## config.mk

```make
export PLATFORM = sky130hd
export DESIGN_NAME = logic_unit_pipe
export DESIGN_NICKNAME = d
export VERILOG_FILES = /design/src/rtl/lu_pkg.sv /design/src/rtl/lu_result_fifo.sv /design/src/rtl/logic_unit_pipe.sv
export SDC_FILE = /design/constraint.sdc
export NUM_CORES = 1
export LEC_CHECK = 0
export CORE_ASPECT_RATIO = 0.75
export CORE_MARGIN = 4
export CORE_UTILIZATION = 30
export CTS_CLUSTER_SIZE = 10
export DETAILED_ROUTE_END_ITERATION = 6
export DONT_BUFFER_PORTS = 1
export GPL_TIMING_DRIVEN = 0
export PLACE_DENSITY = 0.48
export SLEW_MARGIN = 10
export SYNTH_ARGS = -nofsm -noshare
export SYNTH_HDL_FRONTEND = slang
export SYNTH_SLANG_ARGS = --single-unit
```

## constraint.sdc

```tcl
create_clock -name clk -period 3.6 [get_ports clk]
set_input_delay 0.72 -clock clk [delete_from_list [all_inputs] [get_ports clk]]
set_output_delay 0.72 -clock clk [all_outputs]
set_load 0.01 [all_outputs]
```

## src/rtl/lu_pkg.sv

```systemverilog
// Shared types for the logic unit pipe: operation codes and the flag half of a FIFO entry.
// An entry is {result[WIDTH-1:0], lu_flags_t} so the flags always sit in the two LSBs.
package lu_pkg;

  localparam int LU_OP_W = 3;

  typedef enum logic [LU_OP_W-1:0] {
    LU_NAND = 3'd0,
    LU_AND  = 3'd1,
    LU_OR   = 3'd2,
    LU_NOR  = 3'd3,
    LU_XOR  = 3'd4,
    LU_XNOR = 3'd5,
    LU_NOTA = 3'd6,
    LU_PASS = 3'd7
  } lu_op_t;

  typedef struct packed {
    logic zero;
    logic parity;
  } lu_flags_t;

  localparam int LU_FLAGS_W = $bits(lu_flags_t);

endpackage

```

## src/rtl/lu_result_fifo.sv

```systemverilog
// Synchronous in-order FIFO; head is registered storage, visible the cycle after a push into empty.
// Backpressure: full blocks pushes (no pass-through on a same-cycle pop); clear flushes pointers and count.
module lu_result_fifo #(
  parameter int DW    = 10,
  parameter int DEPTH = 4
) (
  input  logic          clk,
  input  logic          rst_n,
  input  logic          clear,
  input  logic          push,
  input  logic [DW-1:0] push_dat,
  input  logic          pop,
  output logic [DW-1:0] head_dat,
  output logic          full,
  output logic          empty
);

  localparam int PW = $clog2(DEPTH);

  logic [DW-1:0] mem_q [DEPTH];
  logic [DW-1:0] mem_d [DEPTH];
  logic [PW-1:0] wr_ptr_q, wr_ptr_d;
  logic [PW-1:0] rd_ptr_q, rd_ptr_d;
  logic [PW:0]   count_q, count_d;
  logic          do_push, do_pop;

  assign full     = (count_q == (PW+1)'(DEPTH));
  assign empty    = (count_q == '0);
  assign do_push  = push && !full;
  assign do_pop   = pop && !empty;
  assign head_dat = mem_q[rd_ptr_q];

  always_comb begin
    mem_d    = mem_q;
    wr_ptr_d = wr_ptr_q;
    rd_ptr_d = rd_ptr_q;
    count_d  = count_q;
    if (clear) begin
      wr_ptr_d = '0;
      rd_ptr_d = '0;
      count_d  = '0;
    end else begin
      if (do_push) begin
        mem_d[wr_ptr_q] = push_dat;
        wr_ptr_d        = wr_ptr_q + PW'(1);
      end
      if (do_pop) begin
        rd_ptr_d = rd_ptr_q + PW'(1);
      end
      count_d = count_q + (PW+1)'(do_push) - (PW+1)'(do_pop);
    end
  end

  always_ff @(posedge clk or negedge rst_n) begin
    if (!rst_n) begin
      for (int i = 0; i < DEPTH; i++) begin
        mem_q[i] <= '0;
      end
      wr_ptr_q <= '0;
      rd_ptr_q <= '0;
      count_q  <= '0;
    end else begin
      mem_q    <= mem_d;
      wr_ptr_q <= wr_ptr_d;
      rd_ptr_q <= rd_ptr_d;
      count_q  <= count_d;
    end
  end

endmodule

```

## src/rtl/logic_unit_pipe.sv

```systemverilog
// Bitwise logic unit with chain accumulator; result+flags land in an output FIFO one edge after accept.
// Backpressure: in_ready drops when the FIFO is full, during clear, and while in reset.
module logic_unit_pipe
  import lu_pkg::*;
#(
  parameter int WIDTH = 8,
  parameter int DEPTH = 4
) (
  input  logic               clk,
  input  logic               rst_n,
  input  logic               clear,
  input  logic               in_valid,
  output logic               in_ready,
  input  logic [LU_OP_W-1:0] op,
  input  logic               chain,
  input  logic [WIDTH-1:0]   a,
  input  logic [WIDTH-1:0]   b,
  output logic               out_valid,
  input  logic               out_ready,
  output logic [WIDTH-1:0]   result,
  output logic               zero,
  output logic               parity
);

  localparam int ENTRY_W = WIDTH + LU_FLAGS_W;

  lu_op_t             op_e;
  logic [WIDTH-1:0]   acc_q, acc_d;
  logic [WIDTH-1:0]   op_a;
  logic [WIDTH-1:0]   res;
  lu_flags_t          res_flags;
  lu_flags_t          head_flags;
  logic [ENTRY_W-1:0] push_dat;
  logic [ENTRY_W-1:0] head_dat;
  logic               fifo_full, fifo_empty;
  logic               push, pop;

  assign op_e = lu_op_t'(op);
  assign op_a = chain ? acc_q : a;

  always_comb begin
    res = '0;
    unique case (op_e)
      LU_NAND: res = ~(op_a & b);
      LU_AND:  res = op_a & b;
      LU_OR:   res = op_a | b;
      LU_NOR:  res = ~(op_a | b);
      LU_XOR:  res = op_a ^ b;
      LU_XNOR: res = ~(op_a ^ b);
      LU_NOTA: res = ~op_a;
      LU_PASS: res = op_a;
      default: res = '0;
    endcase
  end

  assign res_flags.zero   = (res == '0);
  assign res_flags.parity = ^res;
  assign push_dat         = {res, res_flags};

  // rst_n gates in_ready so nothing is offered as accepted while reset is held.
  assign in_ready  = rst_n && !fifo_full && !clear;
  assign push      = in_valid && in_ready;
  assign out_valid = !fifo_empty;
  assign pop       = out_valid && out_ready && !clear;

  lu_result_fifo #(
    .DW    (ENTRY_W),
    .DEPTH (DEPTH)
  ) u_fifo (
    .clk      (clk),
    .rst_n    (rst_n),
    .clear    (clear),
    .push     (push),
    .push_dat (push_dat),
    .pop      (pop),
    .head_dat (head_dat),
    .full     (fifo_full),
    .empty    (fifo_empty)
  );

  assign {result, head_flags} = head_dat;
  assign zero   = head_flags.zero;
  assign parity = head_flags.parity;

  always_comb begin
    acc_d = acc_q;
    if (clear) begin
      acc_d = '0;
    end else if (push) begin
      acc_d = res;
    end
  end

  always_ff @(posedge clk or negedge rst_n) begin
    if (!rst_n) begin
      acc_q <= '0;
    end else begin
      acc_q <= acc_d;
    end
  end

endmodule

```

Yosys cells after proc, flatten, opt, wreduce, memory -nomap -nowiden
Cells that the tools add are included.
Word-level totals
  bits in registers: 55
  bits in latches: 0
  RAM bits: 0
  bits in read-only memories: 0
  bits of input ports: 25
  word-level logic and storage cells: 67
  memories: 0
Operators by class
  add/subtract/negate cells: 4
  multiply operators: 0
  divide/modulo/power cells: 0
  magnitude comparators: 3
  eq/ne operators: 8
  shift-type cells: 0
  muxes and demuxes: 15
  bitwise operators: 10
  reductions and logical operators: 19
Operator list (count)
  $pmux W8 S8: 1
  $bwmux W40: 1
  $not A8 Y8: 4
  $mux W10: 3
  $mux W8: 3
  $bmux W10 S2: 1
  $demux W10 S2: 1
  $eq A3 B3 Y1 const B: 5
  $and A8 B8 Y8: 1
  $logic_and A1 B1 Y1: 8
  $logic_not A8 Y1: 1
  $mux W2: 4
  $or A8 B8 Y8: 1
  $reduce_xor A8 Y1: 1
  $xor A8 B8 Y8: 1
  $eq A3 B2 Y1 const B: 2
  $ge A3 B3 Y1 const B: 2
  $logic_not A3 Y1: 2
  $not A2 Y3: 2
  $reduce_bool A2 Y1: 3
  $add A2 B1 Y2 const B: 2
  $add A3 B1 Y3: 1
  $eq A3 B1 Y1 const B: 1
  $logic_not A1 Y1: 3
  5 further kinds: 5

Longest topological paths before layout
  word-level depth: 9
  mapped depth: 12
  depth with buffers taken out: 11

Hierarchy
Synthesis repeated with hierarchy kept, for this count alone.
Unflattened totals
  cell total of the unflattened synthesis: 335
  area total of the unflattened synthesis: 3881.2 sq um
By module, submodules not included
  lu_result_fifo: instances 1, cells an instance 144, area an instance 2348.5 sq um, seq. area each 1176.1 sq um
  logic_unit_pipe: instances 1, cells an instance 191, area an instance 1532.7 sq um, seq. area each 200.2 sq um

Least setup slack after synthesis
No wires, ideal clock.
  kind: input to register
  start: input port chain
  end: register u_fifo.mem_q[0] (netlist name)
  setup time: 0.125 ns
  arrival: 2.932 ns
  required time: 3.475 ns
  path slack: 0.543 ns
  stages on the path: 11
  cell sequence: buf_6 -> mux2i_1 -> ha_1 -> nand2b_1 -> a21o_1 -> a31oi_1 -> nand2b_1 -> ha_1 -> xor2_1 -> xnor2_1 -> mux2_2
On the way
  longest elaborated chain between the ends: 6
Ends and longest elaborated chain
  from (decl): line logic_unit_pipe.sv:15  | input logic chain,
  $mux W8 (*): line logic_unit_pipe.sv:39  | assign op_a = chain ? acc_q : a;
  $xor A8 B8 Y8 (tied with other cells): line logic_unit_pipe.sv:48, logic_unit_pipe.sv:49
  $not A8 Y8 (on tied branches): line logic_unit_pipe.sv:49, logic_unit_pipe.sv:44, logic_unit_pipe.sv:47
  $pmux W8 S8 (*): line logic_unit_pipe.sv:43  | unique case (op_e)
  $reduce_xor A8 Y1 (*): line logic_unit_pipe.sv:57  | assign res_flags.parity = ^res;
  $bwmux W40 (*): line lu_result_fifo.sv:44  | mem_d[wr_ptr_q] = push_dat;
  to (signal assigned): line lu_result_fifo.sv:63  | mem_q <= mem_d;
  to (decl): line lu_result_fifo.sv:20  | logic [DW-1:0] mem_q [DEPTH];
Every way passes the cells marked *; elsewhere a longest branch is shown, timed or not.
A chain may end at the register's enable or synchronous reset.

Worst setup path in the final report
  start: input port chain
  end: register u_fifo.mem_q[10] (netlist name)
Same word-level chain as after synthesis.

==> flow_metrics.env <==
export IMPL_outcome="finished, final reports clean"
export IMPL_place_ws_ns=-0.141
export IMPL_io_pins=37
export IMPL_ant_nets=0
export IMPL_drt_pass1_iterations=6
export IMPL_ys_top_cells_by_count="dfrtp_1 (55), nand3_1 (30), inv_1 (29)"
export IMPL_holdCritPathClass="in2async"
export IMPL_reg2reg_from="acc_q[5]$_DFFE_PN0P_"
export IMPL_route_detailed_drc=0
export IMPL_worst_path_max_fanout=8
export IMPL_cap_violations=0
export IMPL_fin_area_um2=3990
export IMPL_grt_max_degree=58
export IMPL_ys_seq_area_share_pct=37.6
export IMPL_synth_async_reset_ratio_pct=100
export IMPL_critical_path_max_stage_delay_ns=0.42
export IMPL_critPathArrivalTime_ns=3.51
export IMPL_finalCritPeriodShare_pct=91.0
export IMPL_cts_buffers=5
export IMPL_globalplace_congestion=0.822
export IMPL_final_setup_skew_ns=0.00692
export IMPL_max_slew_worst_pin_slew_ns=0.825
export IMPL_drive_gt1_share_pct=13.7
export IMPL_final_nets=417
export IMPL_ys_types=36
export IMPL_yosys_area_top_type="dfrtp_1"
export IMPL_dieArea_um2=14000
export IMPL_clk_pin_slew_worst_paths_ns=0.07
export IMPL_stdcell_count=526
export IMPL_cp_start_kind="primary input"
export IMPL_irDropWorstVdd_mv=0.225
export IMPL_grtUsageTotal_pct=14.4
export IMPL_max_freq_ghz=0.305
export IMPL_setup_violations=0
export IMPL_post_synth_inst_count=358
export IMPL_clock_sinks=55
export IMPL_grt_pass1_vias=2830
export IMPL_finalPower_mw=2.08
export IMPL_syn_nets=410
export IMPL_areaGrowthSynthToFinish_pct=9.24
export IMPL_cts_root_buf="clkbuf_16"
export IMPL_timing_rr_end="u_fifo.mem_q[10]$_DFFE_PN0P_"
export IMPL_synth_edf_count=0
export IMPL_endpoint_kind="flip-flop"
export IMPL_setup_ws_ns=0.326
export IMPL_crit_slowest_cell="a31oi_1"
export IMPL_synth_most_common_cell="dfrtp_1"
export IMPL_p_leak_nw=1.76
export IMPL_grt_ovfl_total=0
export IMPL_yosys_warnings=0
export IMPL_fin_tns_setup_ns=0
export IMPL_wl_per_cell_um=18.4
export IMPL_diodes=0
export IMPL_post_route_util_pct=34.0
export IMPL_rrSetupSlack_ns=0.58
export IMPL_dr_total_vias=2712
export IMPL_finalHoldViolations=0
export IMPL_via_per_inst=5.16
export IMPL_synthFlopType="dfrtp_1"
export IMPL_tritoncts="done"
export IMPL_num_rows=34
export IMPL_syn_avg_cell_area_um2=10.2
export IMPL_die_y_um=104
export IMPL_wirelength_um=9700
export IMPL_period_minus_slack_ns=3.27
export IMPL_grt_pass1_wl_um=16000
export IMPL_rsz0062_at_grt="no"
export IMPL_htree_levels=2
export IMPL_antenna_found_initial=0
export IMPL_slew_viol_final=0
export IMPL_initialDrtViolationCount=224
export IMPL_worstPathCellList="buf_6 -> mux2i_1 -> ha_1 -> nand2b_1 -> a21o_1 -> a31oi_1 -> nand2b_1 -> ha_1 -> xor2_1 -> xnor2_1 -> mux2_2"
export IMPL_core_um2=11700
export IMPL_netlist_area_um2=3660
export IMPL_initial_core_util_pct=31.1
export IMPL_synth_seq_cells=55
export IMPL_crit_type="in2reg"
export IMPL_slew_headroom_pct=45.0
export IMPL_p_per_area_nw_per_um2=521
export IMPL_whs_ns=0.119
export IMPL_clk_path_buf_depth=2
export IMPL_place_area_um2=3860
export IMPL_place_inst=520
export IMPL_place_hpwl_um=7140
export IMPL_crit_required_ns=3.83
export IMPL_io_buffers=0
export IMPL_reg2regPathDepth=10
export IMPL_yosys_top_cells_area="dfrtp_1 (38%), ha_1 (8.9%), o2bb2ai_1 (6.7%)"
export IMPL_synth_top_cell_area_share_pct=37.6
export IMPL_insertion_delay_ns=0.29
export IMPL_dieWidth_um=135
[cells by family (layout without fill, tap and decap cells)]
| kind of cell | Yosys count | in the layout | synth area share (%) |
|---|---|---|---|
| and+or+nand+nor | 109 | 109 | 15.8 |
| AOI/OAI and AO/OA | 66 | 66 | 14.1 |
| DFF | 55 | 55 | 37.6 |
| buffers and inverters | 52 | 58 | 6.09 |
| muxes | 39 | 39 | 14.5 |
| adders and majority gates | 27 | 27 | 9.45 |
| xor gates and xnor gates | 10 | 10 | 2.40 |
[placed cells by master, fill, tap and decap left out, types with 8 or more instances in the layout]
cell and instances:
dfrtp_1 55, nand3_1 30, mux4_2 10, ha_1 26, mux2i_1 16, o21ai_0 14, clkbuf_1 10, o2bb2ai_1 28
nand2b_1 14, nand2_1 24, inv_1 29, mux2_2 13, nor2b_1 8, a21o_1 8, buf_2 10
[critical path: cells and delay by family]
| kind | cells | cell delay (ns) |
|---|---|---|
| compound gates | 2 | 0.57 |
| xor+xnor | 2 | 0.59 |
| fa+ha+maj | 2 | 0.55 |
| buf+inv | 1 | 0.14 |
| mux | 2 | 0.60 |
| simple gates | 2 | 0.34 |
[routing by layer]
metal  wire length (um)  GRT usage, %  vias up
met5                  0             0        -
met4                 58          2.52        0
met3                674          3.92        7
met2               4130          20.6       73
met1               4830          21.9     1342
li1                   -             -     1290
[sequential cells by signal, summed over array words and instances, names as in the netlist]
register         count
u_fifo.count_q       3
acc_q                8
u_fifo.rd_ptr_q      2
u_fifo.wr_ptr_q      2
u_fifo.mem_q        40
[worst max-delay path by stage]
| stage | from | endpoint | slack, ns | depth (start not counted) |
|---|---|---|---|---|
| after global placement | chain | u_fifo.mem_q[0]$_DFFE_PN0P_ | -0.14 | 12 |
| after CTS | chain | u_fifo.mem_q[10]$_DFFE_PN0P_ | 0.15 | 12 |
| after detailed placement | chain | u_fifo.mem_q[10]$_DFFE_PN0P_ | -0.14 | 12 |
| after global routing | chain | u_fifo.mem_q[10]$_DFFE_PN0P_ | 0.01 | 12 |
| final | chain | u_fifo.mem_q[10]$_DFFE_PN0P_ | 0.33 | 11 |
| after floorplan | chain | u_fifo.mem_q[0]$_DFFE_PN0P_ | 0.54 | 11 |
[power breakdown]
group	switching, mW	internal (mW)
clock network	0.216	0.251
logic	0.391	0.357
registers	0.0921	0.772
[layout make-up]
type	count	area, um2
Clock buffer	6	129
Fill cell	1238	7750
Inverter	29	109
Sequential cell	55	1380
Buffer	23	114
Tap cell	162	203
Multi-Input combinational cell	251	2060
[timing repair]
| item | CTS | global route |
|---|---|---|
| gates resized for setup | 0 | 1 |
| endpoints found under the setup margin | 0 | 4 |
| buffers inserted | 0 | 0 |
| hold buffers | 0 | 0 |
Note: power is estimated with default switching activity, not from simulation.
